**src/rtl/uart_tx_buffer.sv**
```systemverilog
// Byte FIFO feeding the UART transmitter: pops one byte at a time onto dintx/newd
// and holds the request until the transmitter reports the frame done.
module uart_tx_buffer #(
  parameter int DEPTH      = 16,
  parameter int DATA_WIDTH = 8
) (
  input  logic                    clk_i,
  input  logic                    rst_ni,
  input  logic                    wr_en_i,
  input  logic [DATA_WIDTH-1:0]   wr_data_i,
  output logic                    full_o,
  output logic                    empty_o,
  output logic [$clog2(DEPTH):0]  count_o,
  output logic                    overflow_o,
  output logic                    newd_o,
  output logic [DATA_WIDTH-1:0]   dintx_o,
  input  logic                    donetx_i,
  output logic                    busy_o
);

  localparam int AW = $clog2(DEPTH);
  localparam int CW = AW + 1;
  localparam logic [AW-1:0] PTR_ONE  = AW'(1);
  localparam logic [CW-1:0] CNT_ONE  = CW'(1);
  localparam logic [CW-1:0] CNT_FULL = CW'(DEPTH);

  typedef enum logic [1:0] {
    IDLE = 2'd0,
    SEND = 2'd1,
    GAP  = 2'd2
  } state_e;

  state_e                  state_q, state_d;
  logic [AW-1:0]           wr_ptr_q, wr_ptr_d;
  logic [AW-1:0]           rd_ptr_q, rd_ptr_d;
  logic [CW-1:0]           count_q, count_d;
  logic                    overflow_q, overflow_d;
  logic                    newd_q, newd_d;
  logic [DATA_WIDTH-1:0]   dintx_q, dintx_d;
  logic                    donetx_q;
  logic [DATA_WIDTH-1:0]   mem_q [DEPTH];

  logic full, empty, push, pop, done_rise;

  assign full      = (count_q == CNT_FULL);
  assign empty     = (count_q == '0);
  assign push      = wr_en_i && !full;
  assign done_rise = donetx_i && !donetx_q;

  // State and control registers
  always_ff @(posedge clk_i or negedge rst_ni) begin
    if (!rst_ni) begin
      state_q    <= IDLE;
      wr_ptr_q   <= '0;
      rd_ptr_q   <= '0;
      count_q    <= '0;
      overflow_q <= 1'b0;
      newd_q     <= 1'b0;
      dintx_q    <= '0;
      donetx_q   <= 1'b0;
    end else begin
      state_q    <= state_d;
      wr_ptr_q   <= wr_ptr_d;
      rd_ptr_q   <= rd_ptr_d;
      count_q    <= count_d;
      overflow_q <= overflow_d;
      newd_q     <= newd_d;
      dintx_q    <= dintx_d;
      donetx_q   <= donetx_i;
    end
  end

  // Storage is deliberately left unreset
  always_ff @(posedge clk_i) begin
    if (push) begin
      mem_q[wr_ptr_q] <= wr_data_i;
    end
  end

  always_comb begin
    state_d = state_q;
    case (state_q)
      IDLE:    if (!empty)    state_d = SEND;
      SEND:    if (done_rise) state_d = GAP;
      GAP:     if (!donetx_i) state_d = IDLE;
      default:                state_d = IDLE;
    endcase
  end

  always_comb begin
    pop     = 1'b0;
    newd_d  = newd_q;
    dintx_d = dintx_q;
    case (state_q)
      IDLE: begin
        if (!empty) begin
          pop     = 1'b1;
          newd_d  = 1'b1;
          dintx_d = mem_q[rd_ptr_q];
        end
      end
      SEND:    if (done_rise) newd_d = 1'b0;
      default: newd_d = newd_q;
    endcase
  end

  // A push while full is dropped regardless of a simultaneous pop
  always_comb begin
    wr_ptr_d   = push ? (wr_ptr_q + PTR_ONE) : wr_ptr_q;
    rd_ptr_d   = pop  ? (rd_ptr_q + PTR_ONE) : rd_ptr_q;
    overflow_d = overflow_q || (wr_en_i && full);
    case ({push, pop})
      2'b10:   count_d = count_q + CNT_ONE;
      2'b01:   count_d = count_q - CNT_ONE;
      default: count_d = count_q;
    endcase
  end

  assign full_o     = full;
  assign empty_o    = empty;
  assign count_o    = count_q;
  assign overflow_o = overflow_q;
  assign newd_o     = newd_q;
  assign dintx_o    = dintx_q;
  assign busy_o     = (state_q != IDLE) || !empty;

endmodule

```
**config.mk**
```make
export PLATFORM = sky130hd
export DESIGN_NAME = uart_tx_buffer
export DESIGN_NICKNAME = d
export VERILOG_FILES = /design/src/rtl/uart_tx_buffer.sv
export SDC_FILE = /design/constraint.sdc
export NUM_CORES = 1
export LEC_CHECK = 0
export ABC_AREA = 1
export ABC_CLOCK_PERIOD_IN_PS = 3500
export BUFFER_PORTS_ARGS = -buffer_cell sky130_fd_sc_hd__buf_2
export CORE_MARGIN = 2
export CORE_UTILIZATION = 55
export CTS_BUF_LIST = sky130_fd_sc_hd__clkbuf_4
export CTS_CLUSTER_SIZE = 20
export DETAILED_ROUTE_END_ITERATION = 10
export MAX_ROUTING_LAYER = met4
export PLACE_DENSITY = 0.72
export SLEW_MARGIN = 20
export SYNTH_ARGS = -nofsm -noshare
export SYNTH_HDL_FRONTEND = slang
export SYNTH_SLANG_ARGS = --single-unit
```
**constraint.sdc**
```tcl
create_clock -name clk_i -period 3.5 [get_ports clk_i]
set_clock_uncertainty 0.2 [all_clocks]
set_input_delay 0.525 -clock clk_i [delete_from_list [all_inputs] [get_ports clk_i]]
set_output_delay 0.525 -clock clk_i [all_outputs]
set_load 0.03 [all_outputs]
```
### After elaboration in Yosys (flattened, before gate mapping)

Memory sizes are Yosys's and may differ from the RTL's. A register that Yosys moved wholly into a read port is not among the register bits.
Cells that the tools add are included.

| word-level totals | value |
|---|---|
| memories kept | 1 |
| register bits | 18 |
| RAM bits | 128 |
| output and inout bits | 18 |

Memories:

| memory | words | width | rd ports | clocked after Yosys merged registers in | wr ports | RTL line | text |
|---|---|---|---|---|---|---|---|
| mem_q | 16 | 8 | 1 | 1 | 1 | 41 | `logic [DATA_WIDTH-1:0] mem_q [DEPTH];` |

| operators by class | value |
|---|---|
| reduce and logical (&&, ||, !) cells | 17 |
| bitwise gates (word level) | 1 |
| eq/ne operators | 8 |
| add/subtract/negate cells | 4 |
| multiplexer cells | 12 |

Operator list:

| cell | count |
|---|---|
| $pmux 5 s2 | 1 |
| $add 4x1->4 const B | 2 |
| $mux 1 | 6 |
| $mux 2 | 3 |
| $ne 2x2->1 const B | 3 |
| $pmux 2 s3 | 1 |
| $reduce_and 3->1 | 2 |
| $reduce_bool 2->1 | 3 |
| $add 5x1->5 const B | 1 |
| $eq 5x5->1 const B | 1 |
| $logic_not 5->1 | 1 |
| $sub 5x1->5 const B | 1 |
| $eq 2x1->1 const B | 2 |
| $eq 2x2->1 const B | 2 |
| $logic_not 1->1 | 4 |
| $logic_and 1x1->1 | 3 |
| $logic_not 2->1 | 1 |
| $logic_or 1x1->1 | 2 |
| $pmux 1 s2 | 1 |
| $reduce_and 2->1 | 1 |
| $not 1->1 | 1 |

### Logic depth before layout (Yosys ltp)

| logic depth | value |
|---|---|
| word-level depth | 5 |
| mapped depth | 15 |

### Worst setup path before layout

No wires, ideal clock.

| timing | value |
|---|---|
| path type | register to register |
| start point | reg count_q[1] (netlist: count_o[1]) |
| end point | reg count_q[4] (netlist: count_o[4]) |
| clock period less this slack | 2.631 ns |
| data arrival time | 2.314 ns |
| path buffers | 1 |
| cell stages (with the launch flop) | 16 |
| setup slack | 0.869 ns |
| setup time | 0.117 ns |
| path through | dfrtp_1 -> nor4_4 -> nand2_2 -> nand2_4 -> inv_2 -> buf_6 -> ha_1 -> xor2_1 -> ha_1 -> inv_1 -> nand2_1 -> nand3_1 -> nand2_1 -> xor2_1 -> nand2_1 -> nand2_1 |

| between the ends | value |
|---|---|
| cells in the longest elaborated chain, start to end | 5 |

RTL lines:

| what | RTL line | text |
|---|---|---|
| from (decl) | 36 | `logic [CW-1:0] count_q, count_d;` |
| from (signal assigned) | 65 | `count_q <= count_d;` |
| $logic_not 5->1 (*) | 46 | `assign empty = (count_q == '0);` |
| $mux 1 (*) | 96 | `if (!empty) begin` |
| $mux 1 (*) | 94 | `case (state_q)` |
| named net pop | 43 | `logic full, empty, push, pop, done_rise;` |
| $eq 2x1->1 / $eq 2x2->1 (equally long branches) | 112 | `case ({push, pop})` |
| $pmux 5 s2 / $reduce_bool 2->1 (equally long branches) | - |  |

Mark *: on every way through the listed nets, which the timed path passes. The rest lies on a longest branch.
A chain may end at the register's enable or synchronous reset.

### Final worst setup path

| timing | value |
|---|---|
| start point | reg count_q[1] (netlist: count_o[1]) |
| end point | reg count_q[4] (netlist: count_o[4]) |

| between the ends | value |
|---|---|
| cells in the longest elaborated chain, start to end | 5 |

RTL lines:

| what | RTL line |
|---|---|
| $logic_not 5->1 / $eq 5x5->1 (equally long branches) | 46, 45 |
| $mux 1 / $logic_not 1->1 (equally long branches) | 96, 47 |
| $mux 1 / $logic_and 1x1->1 (equally long branches) | 94, 47 |
| $eq 2x1->1 / $eq 2x2->1 (equally long branches) | 112 |
| $pmux 5 s2 / $reduce_bool 2->1 (equally long branches) | - |

Several ways; a longest one is shown, not always the timed one.

==> flow_metrics.env <==
export IMPL_wire_per_inst_um=16.2
export IMPL_maxCapViolCount=0
export IMPL_cp_top_family="simple AND/OR/NAND/NOR gates"
export IMPL_via_count=4767
export IMPL_ys_ff_latch=154
export IMPL_syn2layout_area_growth_pct=9.53
export IMPL_syn_avg_cell_area_um2=9.96
export IMPL_clock_fmax_mhz=329
export IMPL_drc_errors=0
export IMPL_start_util_pct=56.8
export IMPL_cts_buffers=17
export IMPL_yosysWarnings=0
export IMPL_layout_common_cells="nand2_1, edfxtp_1, inv_1"
export IMPL_syn_num_nets=715
export IMPL_die_h_um=116
export IMPL_dp_hpwl_um=9510
export IMPL_worst_setup_path_start_kind="flop"
export IMPL_synth_cell_types=27
export IMPL_power_leakage_nw=3.44
export IMPL_slowest_stage="dfrtp_1"
export IMPL_crit_fanout=24
export IMPL_path_cells="nor4_4 > nand2_1 > nand2_2 > ha_1 > xor2_1 > ha_1 > inv_1 > nand2_1 > nand3_1 > nand2_1 > xor2_1 > nand2_1 > nand2_1"
export IMPL_grt_pass1_wl_um=23400
export IMPL_cts_resized_gates=0
export IMPL_gr_total_overflow=0
export IMPL_fp_coreArea_mm2=0.0122
export IMPL_synth_top_area_share_pct=55.6
export IMPL_cp_arrival_ns=3.33
export IMPL_p_total_mw=5.85
export IMPL_powerDensity_mw_per_mm2=773
export IMPL_rows=40
export IMPL_antenna_cells=0
export IMPL_seq_area_frac_synth_pct=65.0
export IMPL_firstDrtPassIters=5
export IMPL_cts_setup_buffers=0
export IMPL_crit_type="flop to flop"
export IMPL_cts_max_level=4
export IMPL_fin_tns_setup_ns=0
export IMPL_final_common_cell="nand2_1"
export IMPL_worst_path_buf_inv=1
export IMPL_rsz0062_at_grt="no"
export IMPL_clockRootBuffer="clkbuf_4"
export IMPL_slew_viol_final=0
export IMPL_clockBufferDepth=2
export IMPL_finalSetupViolCount=0
export IMPL_slowest_delay_ns=0.47
export IMPL_num_nets_final=755
export IMPL_grt_max_degree=68
export IMPL_syn_area_mm2=0.00691
export IMPL_port_buffers=29
export IMPL_synth_area_leader_cell="edfxtp_1"
export IMPL_layout_min_cycle_time_ns=3.04
export IMPL_cts_tree="yes"
export IMPL_routed_wl_um=14800
export IMPL_status="complete, no violations"
export IMPL_grt_usage_pct=24.6
export IMPL_holdCritPathClass="primary input to flop"
export IMPL_path_common_cell="nand2_1"
export IMPL_synthTopCellsByArea="edfxtp_1, nand2_1, dfrtp_1, nand3_1, inv_1"
export IMPL_avgViaCountPerCell=5.21
export IMPL_post_route_period_util_pct=86.9
export IMPL_cts_sinks=154
export IMPL_final_setup_worst_slack_ns=0.459
export IMPL_hold_viol_final=0
export IMPL_ant_nets=0
export IMPL_grt_pass1_vias=4508
export IMPL_cts_clk_slew_worst_paths_ns=0.11
export IMPL_drt_iter0_markers=505
export IMPL_place_ws_ns=0.589
export IMPL_netlist_instances=694
export IMPL_die_area_mm2=0.0135
export IMPL_critPathRequiredTime_ns=3.79
export IMPL_gp_routability_congestion=1.01
export IMPL_antenna_found_initial=0
export IMPL_worstMarginPinSlew_ns=1.04
export IMPL_die_w_um=116
export IMPL_peakVddDrop_mv=0.441
export IMPL_drive_gt1_share_pct=11.9
export IMPL_fill_cells=996
export IMPL_dpl_cell_count=881
export IMPL_clk_latency_ns=0.55
export IMPL_max_slew_margin_pct=30.7
export IMPL_crit_path_end_kind="flop"
export IMPL_fin_cells=915
export IMPL_pin_count=30
export IMPL_cts_hold_buffers=2
[metal layers]
| layer | up-vias | global-route usage (%) | part of all wire, % |
|---|---|---|---|
| li1 | 2304 | - | - |
| met1 | 2209 | 31.4 | 41 |
| met2 | 204 | 38.0 | 49 |
| met3 | 50 | 5.07 | 6.4 |
| met4 | 0 | 12.1 | 3.6 |
| met5 | - | - | 0 |
[registers in the layout (all words and copies together) (netlist names)]
name        count
mem_q         128
dintx_o         8
count_o         5
rd_ptr_q        4
wr_ptr_q        4
state_q         2
donetx_q        1
newd_o          1
overflow_o      1
[stage by stage]
| stage | hold WS, ns | util [%] | area [um2] |
|---|---|---|---|
| after global routing | 0.0345 | 62.2 | 7570 |
| after CTS | 0.0355 | 62.2 | 7560 |
| after global placement | 0.256 | 59.5 | 7240 |
| after detailed placement | 0.263 | 59.5 | 7240 |
| final | 0.0647 | 62.2 | 7570 |
| after floorplan | 0.0294 | - | 6910 |
[final timing paths]
kind                            startpoint           to  slack [ns]  cells past startpoint
worst min-delay path               wr_en_i   overflow_o        0.06                      2
worst max-delay path            count_o[1]   count_o[4]        0.46                     13
max in group asynchronous           rst_ni  rd_ptr_q[0]        2.39                      2
min in group asynchronous           rst_ni   dintx_o[4]        0.30                      2
worst min register to register  overflow_o   overflow_o        0.29                      1
worst max register to register  count_o[1]   count_o[4]        0.46                     13
[kinds of logic (layout without fill, tap and decap cells)]
group / Yosys count / in the layout / synth area share [%]
AND/OR/NAND/NOR: 360 / 360 / 22.2
flip-flops: 154 / 154 / 65.0
buffers and inverters: 152 / 205 / 9.13
AO/OA/AOI/OAI: 11 / 11 / 1.01
adder cells (fa/ha/maj): 9 / 9 / 1.63
XOR/XNOR: 8 / 8 / 1.01
[final cells by class]
class / instances / area [um2] / share of cell area (%)
inverters: 123 / 462 / 6.10
clock inverters: 15 / 175 / 2.31
well taps: 168 / 210 / 2.78
multi-input cells: 388 / 1790 / 23.6
repair buffers: 50 / 308 / 4.07
flip-flops and latches: 154 / 4500 / 59.4
clock buffers: 17 / 128 / 1.69
[Yosys cell counts, drive strengths merged]
cell and instances:
a21boi 1, a21oi 1, a31o 2, buf 25, clkbuf 4, clkinv 1
dfrtp 26, edfxtp 128, ha 9, inv 122, nand2 238, nand3 102
nor2 2, nor3 16, nor4 2, o21ai 5, o21bai 1, o31ai 1
xnor2 3, xor2 5
[report_power, final]
group / internal (mW) / total, mW / switching [mW]
registers: 2.26 / 2.41 / 0.159
logic: 0.677 / 2.31 / 1.63
clock network: 0.493 / 1.12 / 0.629
total: 3.43 / 5.85 / 2.42
No activity file was read; power rests on OpenSTA's default activity.
